## src/rtl/mmm_pkg.sv

```systemverilog
// Shared front-end constants: instruction cache geometry and fetch buffer depth.
package mmm_pkg;
    localparam int ICACHE_LINE_LEN = 128;
    localparam int ILEN            = 32;
    localparam int ICACHE_OFFSET   = 4;
    localparam int FETCH_BUF_DEPTH = 2;
endpackage

```

## src/rtl/fetch_line_buffer_slot_mux.sv

```systemverilog
// Selects one instruction slot out of a cache line; purely combinational.
module instr_slot_mux #(
    parameter int LINE_LEN  = 128,
    parameter int INSTR_LEN = 32,
    localparam int N_SLOTS  = LINE_LEN / INSTR_LEN,
    localparam int OFF_W    = (N_SLOTS > 1) ? $clog2(N_SLOTS) : 1
) (
    input  logic [LINE_LEN-1:0]  line_i,
    input  logic [OFF_W-1:0]     slot_i,
    output logic [INSTR_LEN-1:0] instr_o
);

    always_comb begin
        instr_o = '0;
        for (int k = 0; k < N_SLOTS; k++) begin
            if (slot_i == OFF_W'(k)) begin
                instr_o = line_i[k*INSTR_LEN +: INSTR_LEN];
            end
        end
    end

endmodule

```

## src/rtl/fetch_line_buffer.sv

```systemverilog
// Circular queue of fetched cache lines that streams one instruction per cycle
// to decode, tagging each with its PC; supports redirect start offsets and flush.
module fetch_line_buffer
    import mmm_pkg::*;
#(
    parameter int LINE_LEN  = ICACHE_LINE_LEN,
    parameter int INSTR_LEN = ILEN,
    parameter int DEPTH     = FETCH_BUF_DEPTH,
    parameter int ADDR_W    = 32,
    localparam int N_SLOTS  = LINE_LEN / INSTR_LEN,
    localparam int OFF_W    = (N_SLOTS > 1) ? $clog2(N_SLOTS) : 1,
    localparam int CNT_W    = $clog2(DEPTH + 1)
) (
    input  logic                 clk_i,
    input  logic                 rst_n_i,
    input  logic                 flush_i,
    input  logic                 line_valid_i,
    output logic                 line_ready_o,
    input  logic [LINE_LEN-1:0]  line_i,
    input  logic [ADDR_W-1:0]    line_addr_i,
    input  logic [OFF_W-1:0]     start_off_i,
    output logic                 instr_valid_o,
    input  logic                 instr_ready_i,
    output logic [INSTR_LEN-1:0] instr_o,
    output logic [ADDR_W-1:0]    instr_pc_o,
    output logic [CNT_W-1:0]     count_o
);

    localparam int PTR_W = (DEPTH > 1) ? $clog2(DEPTH) : 1;
    localparam logic [OFF_W-1:0] LAST_SLOT = OFF_W'(N_SLOTS - 1);
    localparam logic [ADDR_W-1:0] INSTR_BYTES = ADDR_W'(INSTR_LEN / 8);

    typedef struct packed {
        logic [LINE_LEN-1:0] line;
        logic [ADDR_W-1:0]   addr;
        logic [OFF_W-1:0]    off;
    } entry_t;

    entry_t           entries_q [DEPTH];
    logic [PTR_W-1:0] wr_ptr_q, wr_ptr_d;
    logic [PTR_W-1:0] rd_ptr_q, rd_ptr_d;
    logic [CNT_W-1:0] count_q, count_d;
    logic [OFF_W-1:0] rd_idx_q, rd_idx_d;

    logic   push, issue, pop;
    entry_t head;

    // Explicit wrap so DEPTH does not have to be a power of two.
    function automatic logic [PTR_W-1:0] ptr_inc(input logic [PTR_W-1:0] p);
        return (p == PTR_W'(DEPTH - 1)) ? '0 : p + PTR_W'(1);
    endfunction

    // Handshakes on both sides are plain valid/ready: a transfer happens on a
    // rising edge where valid and ready are both high; valid never depends on
    // ready. flush_i drops both line_ready_o and instr_valid_o combinationally,
    // and line_ready_o never depends on instr_ready_i (no push while full).
    assign line_ready_o  = (count_q < CNT_W'(DEPTH)) & ~flush_i;
    assign instr_valid_o = (count_q != '0) & ~flush_i;
    assign push          = line_valid_i & line_ready_o;
    assign issue         = instr_valid_o & instr_ready_i;
    assign pop           = issue & (rd_idx_q == LAST_SLOT);

    assign head       = entries_q[rd_ptr_q];
    assign instr_pc_o = head.addr + ADDR_W'(rd_idx_q) * INSTR_BYTES;
    assign count_o    = count_q;

    instr_slot_mux #(
        .LINE_LEN  (LINE_LEN),
        .INSTR_LEN (INSTR_LEN)
    ) u_slot_mux (
        .line_i  (head.line),
        .slot_i  (rd_idx_q),
        .instr_o (instr_o)
    );

    always_comb begin
        wr_ptr_d = wr_ptr_q;
        rd_ptr_d = rd_ptr_q;
        count_d  = count_q;
        rd_idx_d = rd_idx_q;
        if (flush_i) begin
            wr_ptr_d = '0;
            rd_ptr_d = '0;
            count_d  = '0;
            rd_idx_d = '0;
        end else begin
            if (push) wr_ptr_d = ptr_inc(wr_ptr_q);
            if (pop)  rd_ptr_d = ptr_inc(rd_ptr_q);
            case ({push, pop})
                2'b10:   count_d = count_q + CNT_W'(1);
                2'b01:   count_d = count_q - CNT_W'(1);
                default: count_d = count_q;
            endcase
            // A line arriving as the sole entry drains starts at its redirect offset.
            if (pop) begin
                if (count_q == CNT_W'(1)) rd_idx_d = push ? start_off_i : '0;
                else                      rd_idx_d = entries_q[ptr_inc(rd_ptr_q)].off;
            end else if (issue) begin
                rd_idx_d = rd_idx_q + OFF_W'(1);
            end else if (push && count_q == '0) begin
                rd_idx_d = start_off_i;
            end
        end
    end

    always_ff @(posedge clk_i or negedge rst_n_i) begin
        if (!rst_n_i) begin
            wr_ptr_q <= '0;
            rd_ptr_q <= '0;
            count_q  <= '0;
            rd_idx_q <= '0;
        end else begin
            wr_ptr_q <= wr_ptr_d;
            rd_ptr_q <= rd_ptr_d;
            count_q  <= count_d;
            rd_idx_q <= rd_idx_d;
        end
    end

    always_ff @(posedge clk_i or negedge rst_n_i) begin
        if (!rst_n_i) begin
            for (int i = 0; i < DEPTH; i++) begin
                entries_q[i] <= '0;
            end
        end else if (push) begin
            entries_q[wr_ptr_q] <= '{line: line_i, addr: line_addr_i, off: start_off_i};
        end
    end

endmodule

```

## config.mk

```make
export PLATFORM = sky130hd
export DESIGN_NAME = fetch_line_buffer
export DESIGN_NICKNAME = d
export VERILOG_FILES = /design/src/rtl/mmm_pkg.sv /design/src/rtl/fetch_line_buffer_slot_mux.sv /design/src/rtl/fetch_line_buffer.sv
export SDC_FILE = /design/constraint.sdc
export NUM_CORES = 1
export LEC_CHECK = 0
export CAP_MARGIN = 20
export CORE_AREA = 3 3 205 207
export CTS_BUF_LIST = sky130_fd_sc_hd__clkbuf_2 sky130_fd_sc_hd__clkbuf_4 sky130_fd_sc_hd__clkbuf_8
export DETAILED_ROUTE_END_ITERATION = 16
export DIE_AREA = 0 0 208 210
export SLEW_MARGIN = 10
export SYNTH_ARGS = -nofsm -noshare
export SYNTH_HDL_FRONTEND = slang
export SYNTH_SLANG_ARGS = --single-unit
```

## constraint.sdc

```tcl
create_clock -name clk_i -period 3.75 [get_ports clk_i]
set_input_delay 0.9375 -clock clk_i [delete_from_list [all_inputs] [get_ports clk_i]]
set_output_delay 0.9375 -clock clk_i [all_outputs]
set_load 0.01 [all_outputs]
```

## Yosys cells after proc, flatten, opt, wreduce, memory -nomap -nowiden

Index checks and enable logic that the tools add are counted.

| word-level totals | value |
|---|---|
| register bits | 330 |
| output and inout port bits | 68 |

| cells by class | value |
|---|---|
| $add $sub $neg | 6 |
| magnitude comparators | 5 |
| equal/unequal tests | 6 |
| multiplexer cells | 27 |
| bitwise operators | 9 |
| reductions and logical operators | 9 |

Operators with widths:

| cell | count |
|---|---|
| 2-to-1 mux 162 bit | 4 |
| bitwise mux 324 bit | 1 |
| demux 162 bit (select 1 bit) | 1 |
| 2-to-1 mux 32 bit | 4 |
| adder 32 x 4 -> 32 bit | 1 |
| 2-to-1 mux 2 bit | 10 |
| equality test 2 x 1 -> 1 bit (second input constant) | 3 |
| equality test 2 bit (second input constant) | 3 |
| >= comparator 2 bit (second input constant) | 3 |
| 2-to-1 mux 1 bit | 6 |
| NOT 1 -> 2 bit | 3 |
| nonzero test 2 bit | 3 |
| AND 1 bit | 5 |
| adder 2 x 1 -> 2 bit (second input constant) | 2 |
| logical NOT 2 bit | 2 |
| one-hot mux 2 bit (2 select lines) | 1 |
| nonzero test 4 bit | 1 |
| nonzero test 3 bit | 1 |
| adder 1 bit (second input constant) | 2 |
| logical AND 1 bit | 2 |
| < comparator 2 x 1 -> 1 bit (second input constant) | 1 |
| < comparator 2 bit (second input constant) | 1 |
| subtractor 2 x 1 -> 2 bit (second input constant) | 1 |
| NOT 1 bit | 1 |

## Depth between registers and ports, before layout

Gate-level depths: netlist of run 1.

| depth | value |
|---|---|
| depth after elaboration | 9 |
| gate-level depth with buffers | 13 |

## Modules after synthesis

From an unflattened synthesis of run 1, not the netlist that was laid out.

| second synthesis, totals | value |
|---|---|
| cells, all modules | 1086 |
| area, all modules | 16089.2 um^2 |

By module, submodules not included:

| module | times used | cells each | area each (um^2) | seq. area each (um^2) |
|---|---|---|---|---|
| fetch_line_buffer | 1 | 1047 | 15274.6 | 8257.9 |
| instr_slot_mux | 1 | 39 | 814.5 | 0.0 |

## Least setup slack after synthesis of run 1

No wires, ideal clock.

| timing path | value |
|---|---|
| path type | register to output |
| start point | register rd_ptr_q |
| end point | output port instr_pc_o[26] |
| arrival | 3.131 ns |
| setup slack | -0.319 ns |
| stages on the path, launching flop included | 14 |
| path buffers | 5 |
| cell sequence | dfrtp_1 buf_6 buf_4 buf_2 buf_2 buf_2 mux2_2 ha_1 fa_1 nand4b_1 nand2_1 and3_1 and4bb_2 xnor2_1 |

| on the way | value |
|---|---|
| cells in the longest elaborated chain, start to end | 5 |

RTL lines:

| element | RTL line | RTL |
|---|---|---|
| from (decl) | fetch_line_buffer.sv:41 | `logic [PTR_W-1:0] rd_ptr_q, rd_ptr_d;` |
| from (signal assigned) | fetch_line_buffer.sv:114 | `rd_ptr_q <= rd_ptr_d;` |
| NOT 1 -> 2 bit (implied by the code) | fetch_line_buffer.sv:63 | `assign head = entries_q[rd_ptr_q];` |
| 2-to-1 mux 162 bit (implied by the code) (3 in series) | fetch_line_buffer.sv:63 |  |
| adder 32 x 4 -> 32 bit | fetch_line_buffer.sv:64 | `assign instr_pc_o = head.addr + ADDR_W'(rd_idx_q) * INSTR_BYTES;` |
| to (decl) | fetch_line_buffer.sv:25 | `output logic [ADDR_W-1:0] instr_pc_o,` |

No other way between the ends. The select of a mux whose other input is x is not followed.

## Final worst setup path of run 1

Ends and elaborated chain as after synthesis.

==> flow_metrics.py, run 1 <==
metrics = {
    "drt": {
        "wl_um": 43200,
        "routedWlPerCell_um": 21.1,
        "dr.first_iter.drc_count": 459,
        "via_per_inst": 5.21,
        "drc_errors": 0,
        "dr.pass1.iters": 4,
        "vias": 10672,
        "antenna_left": 0,
    },
    "final_layout": {
        "finalNonFillerCells": 2048,
        "nNetsFinal": 1646,
        "drive_gt1_share_pct": 46.4,
        "nFillCells": 3567,
        "synthToLayoutAreaGrowth_pct": 30.7,
        "postLayoutCellArea_mm2": 0.0211,
        "finalCoreUtilization_pct": 52.0,
    },
    "job": {
        "drv_cap": 0,
    },
    "synth": {
        "synth_top_area_cell": "dfrtp_1",
        "yosysTopAreaCellShare_pct": 51.2,
        "syn_inst": 1175,
        "postSynthAreaPerCell_um2": 13.7,
        "synth_seq_cells": 330,
        "synthTopCellsByArea": "dfrtp_1 51%, mux2_2 30%, mux2i_1 3.0%",
        "yosysWarnings": 0,
        "syn_nets": 1351,
        "yosysUniqueCellTypes": 50,
        "yosysSeqAreaShare_pct": 51.2,
        "syn_area_mm2": 0.0161,
    },
    "status": {
        "status": "finished, violations left",
        "violations": "setup timing",
    },
    "grt": {
        "grt_pass1_vias": 11609,
        "grt-ovfl-total": 0,
        "grt_max_degree": 89,
        "antenna_found_initial": 5,
        "grt_first_pass_wirelength_um": 67600,
        "grt_usage_pct": 19.6,
    },
    "power_and_ir_drop": {
        "power_density_mw_per_mm2": 654,
        "vdd_drop_max_uv": 390,
        "p_leak_nw": 8.71,
        "power_mw": 13.8,
    },
    "timing": {
        "hold_slack_ps": 244,
        "skew_ps": 22.8,
        "fin_ws_ps": -193,
        "slew_headroom_pct": 64.2,
        "fin_crit_ps": 3940,
        "hold_viol": 0,
        "max_freq_ghz": 0.254,
        "drv_slew": 0,
        "setup_tns_ps": -1670,
        "worst_pin_slew_ps": 537,
        "finalSetupViolCount": 21,
        "rsz0062_at_grt": "yes",
        "fin_crit_sh_pct": 105,
    },
    "cts": {
        "root_buffer": "clkbuf_8",
        "cts-buffers-inserted": 57,
        "cts-hold-fix-buffers": 0,
        "clk_latency_ps": 640,
        "cts_sinks": 330,
        "ctsHtreeMaxLevel": 2,
        "clkTransAtPathRegs_ps": 60,
        "cts_tree": "yes",
        "cts_buffer_depth": 3,
    },
    "worst_setup_path": {
        "worstSetupPathType": "reg2out",
        "crit_path_end_kind": "primary output",
        "critical_path_arrival_ps": 3010,
        "r2r-end": "entries_q[72]",
        "ff2ff_setup_slack_ps": 1610,
        "cp_max_fo": 5,
        "ff2ff_path_depth": 6,
        "crit_path_end": "instr_pc_o[26]",
        "cp-start-kind": "register",
        "worstPathRequired_ps": 2810,
        "reg2reg_from": "count_o[1]",
        "cp-startpoint": "rd_ptr_q",
    },
    "floorplanning": {
        "core_mm2": 0.0406,
        "die_x_um": 208,
        "dieArea_mm2": 0.0437,
        "pin_count": 235,
        "rows": 74,
        "start_util_pct": 39.8,
        "dieHeight_um": 210,
    },
    "place": {
        "placed_cells": 1898,
        "io_buffers": 234,
        "dpl_cell_area_mm2": 0.0192,
        "preCtsSetupSlack_ps": -60.2,
        "dpl.hpwl_um": 26400,
        "globalplace.congestion": 0.797,
    },
    "hold_path": {
        "worstHoldPathType": "in2async",
    },
}
[what timing repair did]
action / 4_1_cts / 5_1_grt
pin swaps: 27 / 20
endpoints found under the setup margin: 60 / 58
gates cloned: 6 / 2
hold endpoints to repair: 0 / 0
setup buffers: 15 / 23
gates resized for setup: 157 / 70
[logic make-up after synthesis]
| kind of cell | share of synthesized area, % |
|---|---|
| compound gates | 6.43 |
| xor+xnor | 1.74 |
| fa+ha+maj | 0.745 |
| buf+inv | 2.89 |
| flops | 51.2 |
| mux | 33.1 |
| simple gates | 3.95 |
[sequential cells by signal, indices dropped and copies added, names as in the netlist]
| register | flops |
|---|---|
| rd_idx_q | 2 |
| count_o | 2 |
| entries_q | 324 |
| rd_ptr_q | 1 |
| wr_ptr_q | 1 |
[synth_stat cells (all sizes together)]
cell	number
o22ai	1
nor3	2
nor4	2
nand4b	3
and2b	2
fa	1
dfrtp	330
and3	2
a21oi	45
clkbuf	19
nor2	16
xor2	9
a21boi	1
a22o	31
mux4	1
mux2	427
ha	8
nand3	16
o21ai	7
or3	2
nor3b	1
a32oi	2
a311oi	2
nand2	29
inv	5
mux2i	50
a21o	1
and4bb	1
a22oi	2
a31oi	1
xnor2	23
a32o	8
nand2b	1
nand4	11
buf	62
a221o	31
and2	2
nor2b	13
a211oi	1
nand3b	4
[report_power, final]
group | leakage, nW | switching, mW | internal [mW]
combinational | 4.13 | 1.77 | 2.68
sequential | 3.92 | 0.833 | 5.05
clock | 0.662 | 1.47 | 1.99
total | 8.71 | 4.08 | 9.72
[worst max-delay path, stage by stage, from the launching register on]
cell      delay (ps)
dfrtp_4          510
mux2_4           320
ha_4             160
fa_2             370
nand4_1          150
buf_4            140
nand2_4           50
and3_4           170
and4bb_2         240
xnor2_2          120
buf_2            160
[layout make-up]
class                      count  area [µm²]  share of cell area (%)
inverter                       5        18.8                  0.0890
multi-input combinational    760        7670                    36.4
timing repair buffer         316        3230                    15.3
sequential                   330        8260                    39.2
clock buffer                  95        1190                    5.64
tap                          532         666                    3.16
antenna                        3        7.51                  0.0356
clock inverter                 7        38.8                   0.184
[how the worst min path moves through the flow]
| stage | start | endpoint | cells past startpoint |
|---|---|---|---|
| finish | rst_n_i | entries_q[173] | 1 |
| detailed placement | entries_q[142] | entries_q[142] | 1 |
| global placement | entries_q[66] | entries_q[66] | 1 |
| floorplan | entries_q[190] | entries_q[190] | 1 |
| CTS | rst_n_i | entries_q[173] | 1 |
| global route | rst_n_i | entries_q[173] | 1 |
[layer usage]
metal	global-route usage (%)	routed length [µm]	vias to the layer above
met5	0	61	-
met3	5.19	2610	61
met4	4.28	637	8
li1	-	-	4935
met2	32.6	20900	222
met1	26.1	19000	5446
[placed cells by master (no fill, tap or decap), drive strengths merged, types with 4 or more instances in the layout]
cell type / netlist / layout
dlymetal6s2s: 0 / 17
a21oi: 45 / 45
a22o: 31 / 31
o21ai: 7 / 7
inv: 5 / 6
nand3: 16 / 16
ha: 8 / 8
mux2i: 50 / 50
nor2: 16 / 16
nor2b: 13 / 14
xor2: 9 / 9
xnor2: 23 / 23
dfrtp: 330 / 330
clkdlybuf4s50: 0 / 174
a221o: 31 / 31
clkbuf: 19 / 109
a32o: 8 / 8
mux2: 427 / 427
clkinv: 0 / 6
buf: 62 / 107
nand2: 29 / 29
nand3b: 4 / 4
nand4: 11 / 11
Note: power is estimated with default switching activity, not from simulation.
==> inputs of run 2 (changes only) <==
--- a/config.mk
+++ b/config.mk
@@ -10,6 +10,7 @@
 export CTS_BUF_LIST = sky130_fd_sc_hd__clkbuf_2 sky130_fd_sc_hd__clkbuf_4 sky130_fd_sc_hd__clkbuf_8
 export DETAILED_ROUTE_END_ITERATION = 16
 export DIE_AREA = 0 0 208 210
+export DONT_BUFFER_PORTS = 1
 export SLEW_MARGIN = 10
 export SYNTH_ARGS = -nofsm -noshare
 export SYNTH_HDL_FRONTEND = slang
==> flow_metrics.py, run 2 (synthesized netlist as in run 1, its figures left out) <==
metrics = {
    "grt": {
        "met2_usage_pct": 27.5,
        "grt_max_degree": 331,
        "grt_first_pass_wirelength_um": 60400,
        "met3_usage_pct": 6.37,
        "met1_usage_pct": 22.3,
        "grt_pass1_vias": 10200,
        "top_usage_layer": "met2",
        "antenna_found_initial": 4,
        "grt-ovfl-total": 0,
        "grt_usage_pct": 17.4,
    },
    "worst_setup_path": {
        "crit_path_end_kind": "primary output",
        "worstPathRequired_ps": 2810,
        "path_buf_inv": 2,
        "worstSetupPathType": "reg2out",
        "cp_max_fo": 6,
        "crit_slowest_cell": "dfrtp_4",
        "cp_top_family": "flip-flops",
        "slowest_delay_ps": 500,
        "crit_chain": "mux2_4 -> ha_4 -> a21oi_4 -> a211oi_4 -> nand4_4 -> buf_4 -> buf_6 -> nor2_4 -> xnor2_2",
        "cp-start-kind": "register",
        "critical_path_arrival_ps": 2890,
    },
    "floorplanning": {
        "dieHeight_um": 210,
        "pin_count": 235,
        "core_mm2": 0.0406,
        "start_util_pct": 39.8,
        "die_x_um": 208,
        "rows": 74,
        "dieArea_mm2": 0.0437,
    },
    "drt": {
        "routedWlPerCell_um": 22.1,
        "vias": 9618,
        "antenna_left": 0,
        "drc_errors": 0,
        "via_per_inst": 5.44,
        "wl_um": 39100,
        "dr.first_iter.drc_count": 406,
        "dr.pass1.iters": 4,
    },
    "cts": {
        "clk_latency_ps": 640,
        "ctsHtreeMaxLevel": 2,
        "cts_sinks": 330,
        "cts_buffer_depth": 3,
        "root_buffer": "clkbuf_8",
        "cts-buffers-inserted": 59,
        "clkTransAtPathRegs_ps": 60,
        "cts_tree": "yes",
    },
    "timing": {
        "fin_crit_ps": 3820,
        "max_freq_ghz": 0.261,
        "finalSetupViolCount": 9,
        "drv_slew": 82,
        "rsz0062_at_grt": "yes",
        "slew_headroom_pct": -6.68,
        "fin_ws_ps": -74.3,
        "hold_slack_ps": -10.6,
        "fin_crit_sh_pct": 102,
        "hold_viol": 5,
        "skew_ps": 22.4,
        "worst_pin_slew_ps": 1600,
    },
    "job": {
        "drv_cap": 0,
    },
    "final_layout": {
        "synthToLayoutAreaGrowth_pct": 15.3,
        "final_common_cell": "mux2_2",
        "postLayoutCellArea_mm2": 0.0186,
        "finalNonFillerCells": 1767,
        "largest_register": "entries_q",
        "final_cell_mix": "425 x mux2_2, 328 x dfrtp_1, 75 x clkbuf_8, 47 x mux2i_1, 42 x a21oi_1",
        "largest_register_ffs": 324,
        "nNetsFinal": 1368,
        "drive_gt1_share_pct": 51.1,
    },
    "power_and_ir_drop": {
        "p_leak_nw": 7.42,
        "vdd_drop_max_uv": 400,
        "power_density_mw_per_mm2": 711,
    },
    "place": {
        "dpl_cell_area_mm2": 0.0166,
        "placed_cells": 1641,
        "globalplace.congestion": 0.787,
        "io_buffers": 0,
        "dpl.hpwl_um": 24100,
    },
    "status": {
        "status": "finished, violations left",
        "violations": "hold timing, slew limit, setup timing",
    },
    "hold_path": {
        "worstHoldPathType": "in2async",
    },
}
run 2: cell types whose count changed in the layout (fill, tap and decap cells not counted), sizes merged:
cell,delta
dlygate4sd2,-3
clkinv,+1
clkdlybuf4s50,-174
clkbuf,-15
dlymetal6s2s,-17
buf,-74
diode,-1
bufinv,+3
nor2b,-1
run 2: stage by stage:
step | setup TNS (ps) | power [mW] | util, % | setup WS (ps)
finish | -449 | 13.2 | 45.9 | -74.3
global route | -2560 | 14.1 | 45.8 | -242
CTS | -1680 | 13.4 | 45.1 | -167
detailed placement | 0 | 9.49 | 41.0 | 270
global placement | 0 | 9.36 | 41.0 | 296
floorplan | 0 | 8.64 | - | 22.3
run 2: routing by layer:
layer / part of all wire [%] / vias to the layer above
li1: - / 4383
met1: 42 / 4933
met2: 47 / 234
met3: 8.2 / 64
met4: 2.5 / 4
met5: 0.077 / -
run 2: worst paths after layout:
| check | from | endpoint | slack (ps) | cells after the start |
|---|---|---|---|---|
| max in group asynchronous | rst_n_i | rd_ptr_q | 2290 | 0 |
| min in group clk_i | flush_i | count_o[0] | 350 | 1 |
| setup / recovery | rd_ptr_q | instr_pc_o[25] | -70 | 9 |
| hold / removal | rst_n_i | entries_q[11] | -10 | 0 |
| hold reg to reg | entries_q[62] | entries_q[62] | 500 | 1 |
| setup reg to reg | count_o[1] | entries_q[10] | 1420 | 5 |
run 2: what timing repair did:
action,4_1_cts,5_1_grt
hold endpoints to repair,330,263
endpoints found under the setup margin,39,24
gates resized for setup,37,34
cloned,1,3
buffers inserted,10,8
pin swaps,18,20
run 2: area by class of cell:
type | instances | area (µm²)
inverter | 5 | 18.8
multi-input combinational | 759 | 7800
sequential | 330 | 8260
fill | 3680 | 22000
antenna | 2 | 5.00
clock inverter | 11 | 148
tap | 532 | 666
clock buffer | 91 | 1150
timing repair buffer | 37 | 543
run 2: worst reg2reg max path, stage by stage (launching register included):
cell and delay, ps:
dfrtp_1 460, nor2b_2 270, and2b_1 230, and2_4 460
buf_4 390, mux2_2 400
run 2: where the power goes:
| group | switching (mW) | leakage (nW) | internal [mW] | total (mW) |
|---|---|---|---|---|
| logic | 1.53 | 2.81 | 2.15 | 3.67 |
| clock network | 1.51 | 0.692 | 2.15 | 3.66 |
| registers | 0.837 | 3.92 | 5.05 | 5.89 |
==> inputs of run 3 (changes only) <==
--- a/config.mk
+++ b/config.mk
@@ -5,7 +5,6 @@
 export SDC_FILE = /design/constraint.sdc
 export NUM_CORES = 1
 export LEC_CHECK = 0
-export CAP_MARGIN = 20
 export CORE_AREA = 3 3 205 207
 export CTS_BUF_LIST = sky130_fd_sc_hd__clkbuf_2 sky130_fd_sc_hd__clkbuf_4 sky130_fd_sc_hd__clkbuf_8
 export DETAILED_ROUTE_END_ITERATION = 16
==> results of run 3 <==
Final layout, timing and power as in run 2 (identical DEF).
